### src/rtl/dmem_pkg.sv
// Shared types for the data-memory controller: access sizes,
// FSM states and the byte-lane mask helper.
package dmem_pkg;

    typedef enum logic [1:0] {
        SZ_BYTE = 2'b00,
        SZ_HALF = 2'b01,
        SZ_WORD = 2'b10,
        SZ_RSVD = 2'b11
    } size_e;

    typedef enum logic [1:0] {
        IDLE = 2'b00,
        BUSY = 2'b01,
        RESP = 2'b10
    } state_e;

    // Lanes touched by an access within the low 32-bit group.
    function automatic logic [3:0] lane_mask(
        size_e      sz,
        logic [1:0] off
    );
        case (sz)
            SZ_BYTE: lane_mask = 4'b0001 << off;
            SZ_HALF: lane_mask = 4'b0011 << off;
            default: lane_mask = 4'b1111;
        endcase
    endfunction

endpackage

### src/rtl/dmem_ram.sv
// DEPTH x DATA_W storage, synchronous byte-enabled write,
// combinational read. Ports: clk, we, be, addr, wdata, rdata.
module dmem_ram #(
    parameter int DATA_W = 32,
    parameter int DEPTH  = 64,
    parameter int AW     = 6
) (
    input  logic                  clk,
    input  logic                  we,
    input  logic [DATA_W/8-1:0]   be,
    input  logic [AW-1:0]         addr,
    input  logic [DATA_W-1:0]     wdata,
    output logic [DATA_W-1:0]     rdata
);

    localparam int NB = DATA_W / 8;

    logic [DATA_W-1:0] mem [DEPTH];

    // Contents are deliberately not reset so they survive rst_n.
    always_ff @(posedge clk) begin
        if (we) begin
            for (int b = 0; b < NB; b++) begin
                if (be[b]) begin
                    mem[addr][8*b +: 8] <= wdata[8*b +: 8];
                end
            end
        end
    end

    assign rdata = mem[addr];

endmodule

### src/rtl/dmem_ctl.sv
// Data-memory controller: valid/ready request in, fixed-latency response out.
// Ports: clk, rst_n, req_* (valid/ready/we/size/addr/wdata), rsp_* (valid/ready/rdata/err).
// Optional macro DMEM_ERR_EN: fault misaligned/out-of-range/reserved-size
// accesses instead of wrapping and aligning them.
module dmem_ctl
    import dmem_pkg::*;
#(
    parameter int DATA_W  = 32,
    parameter int DEPTH   = 64,
    parameter int LATENCY = 2
) (
    input  logic              clk,
    input  logic              rst_n,
    input  logic              req_valid,
    output logic              req_ready,
    input  logic              req_we,
    input  logic [1:0]        req_size,
    input  logic [31:0]       req_addr,
    input  logic [DATA_W-1:0] req_wdata,
    output logic              rsp_valid,
    input  logic              rsp_ready,
    output logic [DATA_W-1:0] rsp_rdata,
    output logic              rsp_err
);

    localparam int NB       = DATA_W / 8;
    localparam int AW       = (DEPTH > 1) ? $clog2(DEPTH) : 1;
    localparam int LAT_LOAD = (LATENCY > 1) ? LATENCY - 2 : 0;

    state_e state_q, state_d;
    logic [2:0] cnt_q, cnt_d;
    logic go_resp;
    logic accept;

    logic              we_q;
    logic [1:0]        size_q;
    logic [31:0]       addr_q;
    logic [DATA_W-1:0] wdata_q;

    logic              c_we;
    logic [1:0]        c_size;
    logic [31:0]       c_addr;
    logic [DATA_W-1:0] c_wdata;

    size_e             sz;
    logic [29:0]       idx30;
    logic [1:0]        off;
    logic              fault;
    logic [NB-1:0]     be;
    logic [AW-1:0]     ram_addr;
    logic              ram_we;
    logic [DATA_W-1:0] ram_wdata;
    logic [DATA_W-1:0] ram_rdata;
    logic [DATA_W-1:0] rd_sh;
    logic [DATA_W-1:0] rd_ext;

    assign req_ready = (state_q == IDLE);
    assign rsp_valid = (state_q == RESP);
    assign accept    = req_valid && req_ready;

    // With LATENCY=1 the commit edge is the accept edge, so the
    // live request is used; otherwise the latched copy.
    assign c_we    = (state_q == IDLE) ? req_we    : we_q;
    assign c_size  = (state_q == IDLE) ? req_size  : size_q;
    assign c_addr  = (state_q == IDLE) ? req_addr  : addr_q;
    assign c_wdata = (state_q == IDLE) ? req_wdata : wdata_q;

    assign sz    = size_e'(c_size);
    assign idx30 = c_addr[31:2];

    always_comb begin
        off = 2'b00;
        case (sz)
            SZ_BYTE: off = c_addr[1:0];
            SZ_HALF: off = {c_addr[1], 1'b0};
            default: off = 2'b00;
        endcase
    end

`ifdef DMEM_ERR_EN
    logic misal;
    logic oor;
    assign misal = (sz == SZ_HALF && c_addr[0])
                || (sz == SZ_WORD && c_addr[1:0] != 2'b00);
    assign oor   = (idx30 >= 30'(DEPTH));
    assign fault = misal || oor || (sz == SZ_RSVD);
`else
    assign fault = 1'b0;
`endif

    // Index always wrapped into range so the array is never
    // read outside 0..DEPTH-1, even on a faulting access.
    assign ram_addr = AW'(idx30 % 30'(DEPTH));

    always_comb begin
        be = '1;
        if (sz == SZ_BYTE || sz == SZ_HALF) begin
            be = NB'(lane_mask(sz, off));
        end
    end

    assign ram_we    = go_resp && c_we && !fault;
    assign ram_wdata = c_wdata << {off, 3'b000};
    assign rd_sh     = ram_rdata >> {off, 3'b000};

    always_comb begin
        rd_ext = rd_sh;
        case (sz)
            SZ_BYTE: rd_ext = DATA_W'(rd_sh[7:0]);
            SZ_HALF: rd_ext = DATA_W'(rd_sh[15:0]);
            default: rd_ext = rd_sh;
        endcase
    end

    dmem_ram #(
        .DATA_W (DATA_W),
        .DEPTH  (DEPTH),
        .AW     (AW)
    ) u_ram (
        .clk   (clk),
        .we    (ram_we),
        .be    (be),
        .addr  (ram_addr),
        .wdata (ram_wdata),
        .rdata (ram_rdata)
    );

    always_comb begin
        state_d = state_q;
        cnt_d   = cnt_q;
        go_resp = 1'b0;
        unique case (state_q)
            IDLE: begin
                if (accept) begin
                    if (LATENCY == 1) begin
                        state_d = RESP;
                        go_resp = 1'b1;
                    end else begin
                        state_d = BUSY;
                        cnt_d   = 3'(LAT_LOAD);
                    end
                end
            end
            BUSY: begin
                if (cnt_q == 3'd0) begin
                    state_d = RESP;
                    go_resp = 1'b1;
                end else begin
                    cnt_d = cnt_q - 3'd1;
                end
            end
            RESP: begin
                if (rsp_ready) begin
                    state_d = IDLE;
                end
            end
            default: state_d = IDLE;
        endcase
    end

    always_ff @(posedge clk or negedge rst_n) begin
        if (!rst_n) begin
            state_q   <= IDLE;
            cnt_q     <= 3'd0;
            rsp_rdata <= '0;
            rsp_err   <= 1'b0;
            we_q      <= 1'b0;
            size_q    <= 2'b00;
            addr_q    <= '0;
            wdata_q   <= '0;
        end else begin
            state_q <= state_d;
            cnt_q   <= cnt_d;
            if (accept) begin
                we_q    <= req_we;
                size_q  <= req_size;
                addr_q  <= req_addr;
                wdata_q <= req_wdata;
            end
            if (go_resp) begin
                rsp_rdata <= (c_we || fault) ? '0 : rd_ext;
                rsp_err   <= fault;
            end
        end
    end

endmodule
### config.mk
export PLATFORM = sky130hd
export DESIGN_NAME = dmem_ctl
export DESIGN_NICKNAME = d
export VERILOG_FILES = /design/src/rtl/dmem_pkg.sv /design/src/rtl/dmem_ram.sv /design/src/rtl/dmem_ctl.sv
export SDC_FILE = /design/constraint.sdc
export NUM_CORES = 2
export LEC_CHECK = 0
export BUFFER_PORTS_ARGS = -buffer_cell sky130_fd_sc_hd__buf_2
export CELL_PAD_IN_SITES_DETAIL_PLACEMENT = 1
export CELL_PAD_IN_SITES_GLOBAL_PLACEMENT = 2
export CORE_MARGIN = 2
export CORE_UTILIZATION = 47
export DETAILED_ROUTE_END_ITERATION = 16
export PLACE_DENSITY = 0.78
export SLEW_MARGIN = 10
export SYNTH_ARGS = -nofsm -noshare
export SYNTH_HDL_FRONTEND = slang
export SYNTH_SLANG_ARGS = --single-unit
### constraint.sdc
create_clock -name clk -period 6.8 [get_ports clk]
set_input_delay 1.36 -clock clk [delete_from_list [all_inputs] [get_ports clk]]
set_output_delay 1.36 -clock clk [all_outputs]
set_load 0.02 [all_outputs]
---- After elaboration in Yosys (flattened, before gate mapping) ----
Memory sizes are Yosys's and may differ from the RTL's.
Cells that the tools add are included.
Widths: inputs -> output; s select.
cells by class
  add/subtract/negate cells ............... 1
  equality and inequality tests ........... 7
  shift-type cells ........................ 4
  multiplexer cells ....................... 30
  reduce and logical (&&, ||, !) cells .... 9
operators by type and width
  cell                 count
  $mux 32              2
  $pmux 32 s2          1
  $shl 32x5->32        1
  $shr 32x5->32        1
  $mux 1               15
  $mux 2               4
  $mux 8               1
  $pmux 4 s2           1
  $mux 3               2
  $pmux 2 s3           1
  $pmux 3 s2           1
  $reduce_and 3->1     2
  $eq 2x1->1 const B   2
  $logic_not 2->1      2
  $mux 4               1
  $ne 2x1->1 const B   2
  $ne 2x2->1 const B   2
  $pmux 2 s2           1
  $shl 1x2->4 const A  1
  $shl 2x2->4 const A  1
  $logic_not 3->1      1
  $sub 3x1->3 const B  1
  $eq 2x2->1 const B   1
  $logic_and 1x1->1    2
  other kinds (2)      2
storage, ports and cells
  register bits after elaboration ......... 80
  RAM bits ................................ 2048
  input bits .............................. 71
  output and inout port bits .............. 35
  word-level logic and storage cells ...... 59
  memories ................................ 1
memory list
  name       depth  bits a word  read ports  clocked after Yosys merged registers in  wr ports  RTL line        source
  u_ram.mem  64     32           1           0                                        1         dmem_ram.sv:18  logic [DATA_W-1:0] mem [DEPTH];

---- Longest topological paths before layout ----
  depth in word-level cells ............... 10
  depth in mapped cells ................... 15
  gate-level depth less buffers ........... 10

---- By module ----
From an unflattened synthesis, not the netlist that was laid out.
second synthesis, totals
  cell total of the unflattened synthesis .. 5003
  area total of the unflattened synthesis .. 82815.7 um^2
modules (own cells, without submodules)
  module    instances  cells an instance  area each (um^2)
  dmem_ram  1          4614               78407.7
  dmem_ctl  1          389                4408.0

---- Worst setup path after synthesis ----
Ideal clock, no wire load.
  path type ............................... input -> register
  start point ............................. input req_size[1]
  end point ............................... memory u_ram.mem[0][16], data pin
  library setup time ...................... 0.721 ns
  arrival time ............................ 5.192 ns
  data required time ...................... 6.079 ns
  slack ................................... 0.887 ns
  stages .................................. 6
  path buffers ............................ 2
  cell sequence ........................... nor4_1 -> a21oi_1 -> or2_2 -> clkbuf_1 -> clkbuf_1 -> o31ai_1
on the way
  cells in the longest elaborated chain, start to end .. 4
ends and longest elaborated chain
  element                                               RTL line         source
  from (decl)                                           dmem_ctl.sv:17   input logic [1:0] req_size,
  $mux 2 (*)                                            dmem_ctl.sv:64   assign c_size = (state_q == IDLE) ? req_size : size_q;
  $eq 2x1->1 / $logic_not 2->1 (equally long branches)  dmem_ctl.sv:73   case (sz)
  $pmux 2 s2 (*)                                        dmem_ctl.sv:73
  $shl 32x5->32 (*)                                     dmem_ctl.sv:103  assign ram_wdata = c_wdata << {off, 3'b000};
  via ram_wdata[16]                                     dmem_ctl.sv:52   logic [DATA_W-1:0] ram_wdata;
  to (decl)                                             dmem_ram.sv:18
Mark *: on every way through the listed nets, which the timed path passes. The rest lies on a longest branch.

---- Final worst setup path ----
  start point ............................. register state_q[1]
  end point ............................... memory u_ram.mem[16][2], enable pin
on the way
  cells in the longest elaborated chain, start to end .. 10
ends and longest elaborated chain
  element                                               RTL line                                        source
  from (decl)                                           dmem_ctl.sv:30                                  state_e state_q, state_d;
  from (signal assigned)                                dmem_ctl.sv:172                                 state_q <= state_d;
  $logic_not 2->1                                       dmem_ctl.sv:63, dmem_ctl.sv:64, dmem_ctl.sv:65
  $mux 2                                                dmem_ctl.sv:64
  $eq 2x1->1 / $logic_not 2->1 (equally long branches)  dmem_pkg.sv:23, dmem_ctl.sv:73, dmem_ctl.sv:97
  $pmux 2 s2                                            dmem_ctl.sv:73
  $shl 2x2->4 / $shl 1x2->4 (equally long branches)     dmem_pkg.sv:25, dmem_pkg.sv:24
  $pmux 4 s2                                            dmem_pkg.sv:23                                  case (sz)
  $mux 4                                                dmem_ctl.sv:97                                  if (sz == SZ_BYTE || sz == SZ_HALF) begin
  $mux 1                                                dmem_ram.sv:24                                  if (be[b]) begin
  $mux 1                                                dmem_ram.sv:22                                  if (we) begin
  $mux 1 (implied by the code)                          dmem_ram.sv:25                                  mem[addr][8*b +: 8] <= wdata[8*b +: 8];
Parallel ways exist; a longest one is shown, timed or not.

==> metrics.txt <==
# TYPE chip_impl_metric gauge
chip_impl_metric{name="proportion_of_total_power_due_to_net_switching",unit="%"} 41.08
chip_impl_metric{name="finalNetCount",unit=""} 5742
chip_impl_metric{name="clockPowerShare",unit="%"} 22.9
chip_impl_metric{name="timing.fmax",unit="GHz"} 0.1890
chip_impl_metric{name="clkSinkCount",unit=""} 2128
chip_impl_metric{name="drtAntennaViolNets",unit=""} 0
chip_impl_metric{name="drc_errors_left",unit=""} 0
chip_impl_metric{name="yosysTopAreaCellShare",unit="%"} 74.75
chip_impl_metric{name="port_buffers",unit=""} 80
chip_impl_metric{name="crit_path_max_fanout",unit=""} 33
chip_impl_metric{name="setup-tns-final",unit="ns"} 0
chip_impl_metric{name="insertion_delay",unit="ns"} 0.87
chip_impl_info{name="critical_path_s_slowest_cell",value="sky130_fd_sc_hd__nand3_2"} 1
chip_impl_metric{name="drt_pre_antenna_iters",unit=""} 6
chip_impl_metric{name="slew_viol_final",unit=""} 0
chip_impl_metric{name="die_h",unit="microns"} 422.4
chip_impl_metric{name="finalCoreUtilization",unit="%"} 54.23
chip_impl_metric{name="cts.repair_timing.setup_buffer_count",unit=""} 0
chip_impl_metric{name="count_of_maximum_capacitance_violations",unit=""} 0
chip_impl_metric{name="fin_skew",unit="ns"} 0.02894
chip_impl_metric{name="synth_seq_cells",unit=""} 2128
chip_impl_metric{name="routed_wire_length_per_instance",unit="microns"} 35.45
chip_impl_metric{name="wire_length_of_the_first_global_routing_pass",unit="microns"} 408500
chip_impl_metric{name="area_growth",unit="%"} 14.57
chip_impl_metric{name="finalHoldViolCount",unit=""} 0
chip_impl_info{name="mostFrequentLayoutCells",value="2048 x sky130_fd_sc_hd__edfxtp_1, 671 x sky130_fd_sc_hd__o22ai_1, 473 x sky130_fd_sc_hd__nand2_1, 384 x sky130_fd_sc_hd__buf_4, 316 x sky130_fd_sc_hd__nor3_1"} 1
chip_impl_info{name="outcome",value="completed"} 1
chip_impl_metric{name="asyncSetResetFlopFracSynth",unit="%"} 3.759
chip_impl_info{name="worst_setup_path_startpoint",value="state_q[1]"} 1
chip_impl_metric{name="relative_contribution_of_sequential_cells_to_total_power",unit="%"} 37.7
chip_impl_info{name="cts_root_buf",value="sky130_fd_sc_hd__clkbuf_16"} 1
chip_impl_info{name="synth_ff_type",value="sky130_fd_sc_hd__edfxtp_1"} 1
chip_impl_metric{name="boundaryPins",unit=""} 106
chip_impl_info{name="rsz0062_at_grt",value="no"} 1
chip_impl_info{name="critical_path_cell_by_cell",value="or2_1 > buf_4 > nand2_1 > nand2_1 > buf_4 > and2_1 > nor2_1 > buf_4 > nand3_2 > buf_4 > nor3_1 > buf_4"} 1
chip_impl_metric{name="chipWidth",unit="microns"} 422.4
chip_impl_metric{name="synth_seq_area_share",unit="%"} 77.18
chip_impl_metric{name="grt_start_max_net_pins",unit=""} 103
chip_impl_metric{name="power_leakage",unit="nW"} 30.43
chip_impl_info{name="final_common_cell",value="sky130_fd_sc_hd__edfxtp_1"} 1
chip_impl_metric{name="routabilityCongestion",unit=""} 0.8738
chip_impl_metric{name="ir_worst_vdd",unit="mV"} 0.6129
chip_impl_metric{name="cts_repair_resize_count",unit=""} 0
chip_impl_metric{name="design.die.area",unit="sq mm"} 0.1784
chip_impl_metric{name="total_switching_power",unit="mW"} 20.64
chip_impl_metric{name="antenna_found_initial",unit=""} 9
chip_impl_metric{name="tightest_slew",unit="ns"} 1.306
chip_impl_metric{name="final.fill_count",unit=""} 16401
chip_impl_metric{name="timing.critical_path.arrival",unit="ns"} 5.86
chip_impl_metric{name="crit_path_max_incr_delay",unit="ns"} 0.92
chip_impl_metric{name="coreArea",unit="sq mm"} 0.1738
chip_impl_metric{name="timing.final.crit_period",unit="ns"} 5.292
chip_impl_info{name="netlist_top_cells_area",value="sky130_fd_sc_hd__edfxtp_1 75%, sky130_fd_sc_hd__o22ai_1 5.1%, sky130_fd_sc_hd__dfrtp_1 2.4%, sky130_fd_sc_hd__nand2_1 2.2%, sky130_fd_sc_hd__nor3_1 2.0%"} 1
chip_impl_metric{name="synthDistinctLibCells",unit=""} 100
chip_impl_metric{name="tightest_slew_margin_relative_to_the_limit",unit="%"} 12.96
chip_impl_metric{name="routed_wirelength",unit="microns"} 289900
chip_impl_metric{name="num_vias",unit=""} 54512
chip_impl_metric{name="fin_crit_sh",unit="%"} 77.82
chip_impl_metric{name="r2r_slack",unit="ns"} 1.51
chip_impl_metric{name="finalSetupViolCount",unit=""} 0
chip_impl_metric{name="cts-root-to-sink-buffers",unit=""} 3
chip_impl_info{name="rr_startpoint",value="state_q[1]"} 1
chip_impl_metric{name="ctsHoldBuffers",unit=""} 0
chip_impl_info{name="crit_path_frequent_cell",value="sky130_fd_sc_hd__buf_4"} 1
chip_impl_metric{name="initial_core_util",unit="%"} 47.33
chip_impl_metric{name="p_total",unit="mW"} 50.25
chip_impl_info{name="synth_top_area_cell",value="sky130_fd_sc_hd__edfxtp_1"} 1
chip_impl_metric{name="detailedPlacementHpwl",unit="microns"} 182000
chip_impl_metric{name="pwr-share-comb",unit="%"} 39.4
chip_impl_metric{name="ys.warnings.count",unit=""} 0
chip_impl_metric{name="synthesis.nets",unit=""} 5420
chip_impl_metric{name="clock_transition_at_the_registers_of_the_reported_paths",unit="ns"} 0.06
chip_impl_metric{name="global_route.usage.total",unit="%"} 31.96
chip_impl_metric{name="synthesized_area_divided_by_synthesized_cell_count",unit="sq um"} 15.39
chip_impl_info{name="regToRegEndpoint",value="u_ram.mem[16][2]"} 1
chip_impl_metric{name="final_layout_size_suffix_gt1_share",unit="%"} 16.36
chip_impl_metric{name="first_global_vias",unit=""} 54730
chip_impl_metric{name="pwr_density_cell",unit="mW/mm^2"} 533.1
chip_impl_metric{name="synth_area",unit="sq mm"} 0.08227
chip_impl_metric{name="drt_first_iter_violations",unit=""} 7148
chip_impl_metric{name="globalRoute.totalOverflow",unit=""} 0
chip_impl_metric{name="worst-endpoint-required",unit="ns"} 7.37
chip_impl_metric{name="number_of_enable_flip_flop_cells_after_synthesis",unit=""} 2048
chip_impl_info{name="critPathLaunchType",value="flip-flop"} 1
chip_impl_info{name="worstSetupEndpointType",value="flip-flop"} 1
chip_impl_info{name="min_path_type",value="in2async"} 1
chip_impl_metric{name="vias_per_cell",unit=""} 6.666
chip_impl_info{name="crit_type",value="reg2reg"} 1
chip_impl_metric{name="placement_rows",unit=""} 153
chip_impl_metric{name="post_synth_inst_count",unit=""} 5347
chip_impl_metric{name="cts-buffers-inserted",unit=""} 213
chip_impl_metric{name="timing.reg2reg.worst_path_depth",unit=""} 12
chip_impl_metric{name="p_int",unit="mW"} 29.60
chip_impl_info{name="tritoncts",value="done"} 1
chip_impl_metric{name="h-tree-depth",unit=""} 4
cells by family after synthesis:
group           share of synthesized area [%]
buf+inv                                 2.543
flops                                   77.18
mux                                     1.980
other cells                          0.004558
simple gates                            7.444
fa+ha+maj                             0.03041
compound gates                          10.82
registers in the layout, indices dropped and copies added, names as in the netlist:
register / flops
u_ram.mem: 2048
rsp_rdata: 32
we_q: 1
wdata_q: 32
addr_q: 8
cnt_q: 3
state_q: 2
size_q: 2
critical path: cells and delay by family (launching register included):
| kind | cells | cell delay [ns] |
|---|---|---|
| buffers and inverters | 5 | 1.71 |
| and+or+nand+nor | 7 | 2.82 |
| DFF | 1 | 0.39 |
power by group through the flow:
stage                     registers [mW]  logic [mW]  clock network, mW
after floorplan                     19.5        9.45                  0
after global placement              19.2        18.8                  0
after detailed placement            19.2        19.3                  0
after global routing                19.0        20.4               12.0
final                               18.9        19.8               11.5
after CTS                           18.9        19.4               11.5
cell usage after synthesis, drive strengths merged, types with 8 or more instances:
master and instances:
edfxtp 2048, o22ai 672, nand2 480, nor3 336, buf 297, nor2 224
o21ai 199, nand3 133, mux2i 95, clkbuf 90, a31oi 87, dfrtp 80
a21oi 68, o221ai 56, mux2 42, a32oi 32, nor4 28, a22oi 24
o211ai 24, and3 23, a211oi 21, nand4 20, o22a 20, a32o 19
a22o 17, o31ai 17, inv 16, and2 15, or4 11, a221oi 10
nor2b 9, mux4 8, or2 8, or3 8
routing by layer:
metal | GRT usage (%) | vias to the layer above | routed length (microns)
li1 | - | 22140 | -
met1 | 42.45 | 28543 | 109900
met2 | 50.76 | 3159 | 136800
met3 | 6.551 | 664 | 28120
met4 | 14.88 | 6 | 15030
met5 | 0 | - | 41
area by class of cell:
type	instances	area, sq um	share of cell area [%]
inverter	16	62.56	0.06637
sequential	2128	63500	67.37
tap	2325	2909	3.086
timing repair buffer	494	3890	4.127
clock buffer	271	5654	5.999
antenna	3	7.507	0.007964
multi-input combinational	2816	17200	18.25
clock inverter	125	1033	1.096
worst max-delay path by stage:
stage | slack, ns | cells after the start | endpoint
finish | 1.51 | 12 | u_ram.mem[16][2]
floorplan | 0.89 | 6 | u_ram.mem[0][16]
global placement | 0.83 | 10 | rsp_rdata[8]
detailed placement | 1.03 | 13 | rsp_rdata[0]
global route | 1.51 | 12 | u_ram.mem[16][2]
CTS | 1.75 | 12 | u_ram.mem[16][0]
stage by stage:
stage | setup slack [ns] | hold slack [ns] | instance area (sq um) | instances
final | 1.508 | 0.2966 | 94260 | 8178
after global routing | 1.509 | 0.2956 | 94250 | 8175
after CTS | 1.752 | 0.2584 | 94200 | 8175
after detailed placement | 1.030 | 0.4795 | 87510 | 7779
after global placement | 0.8333 | 0.4753 | 87460 | 7778
after floorplan | 0.8870 | 0.4800 | 82270 | 5347
(Power assumes the default switching activity.)
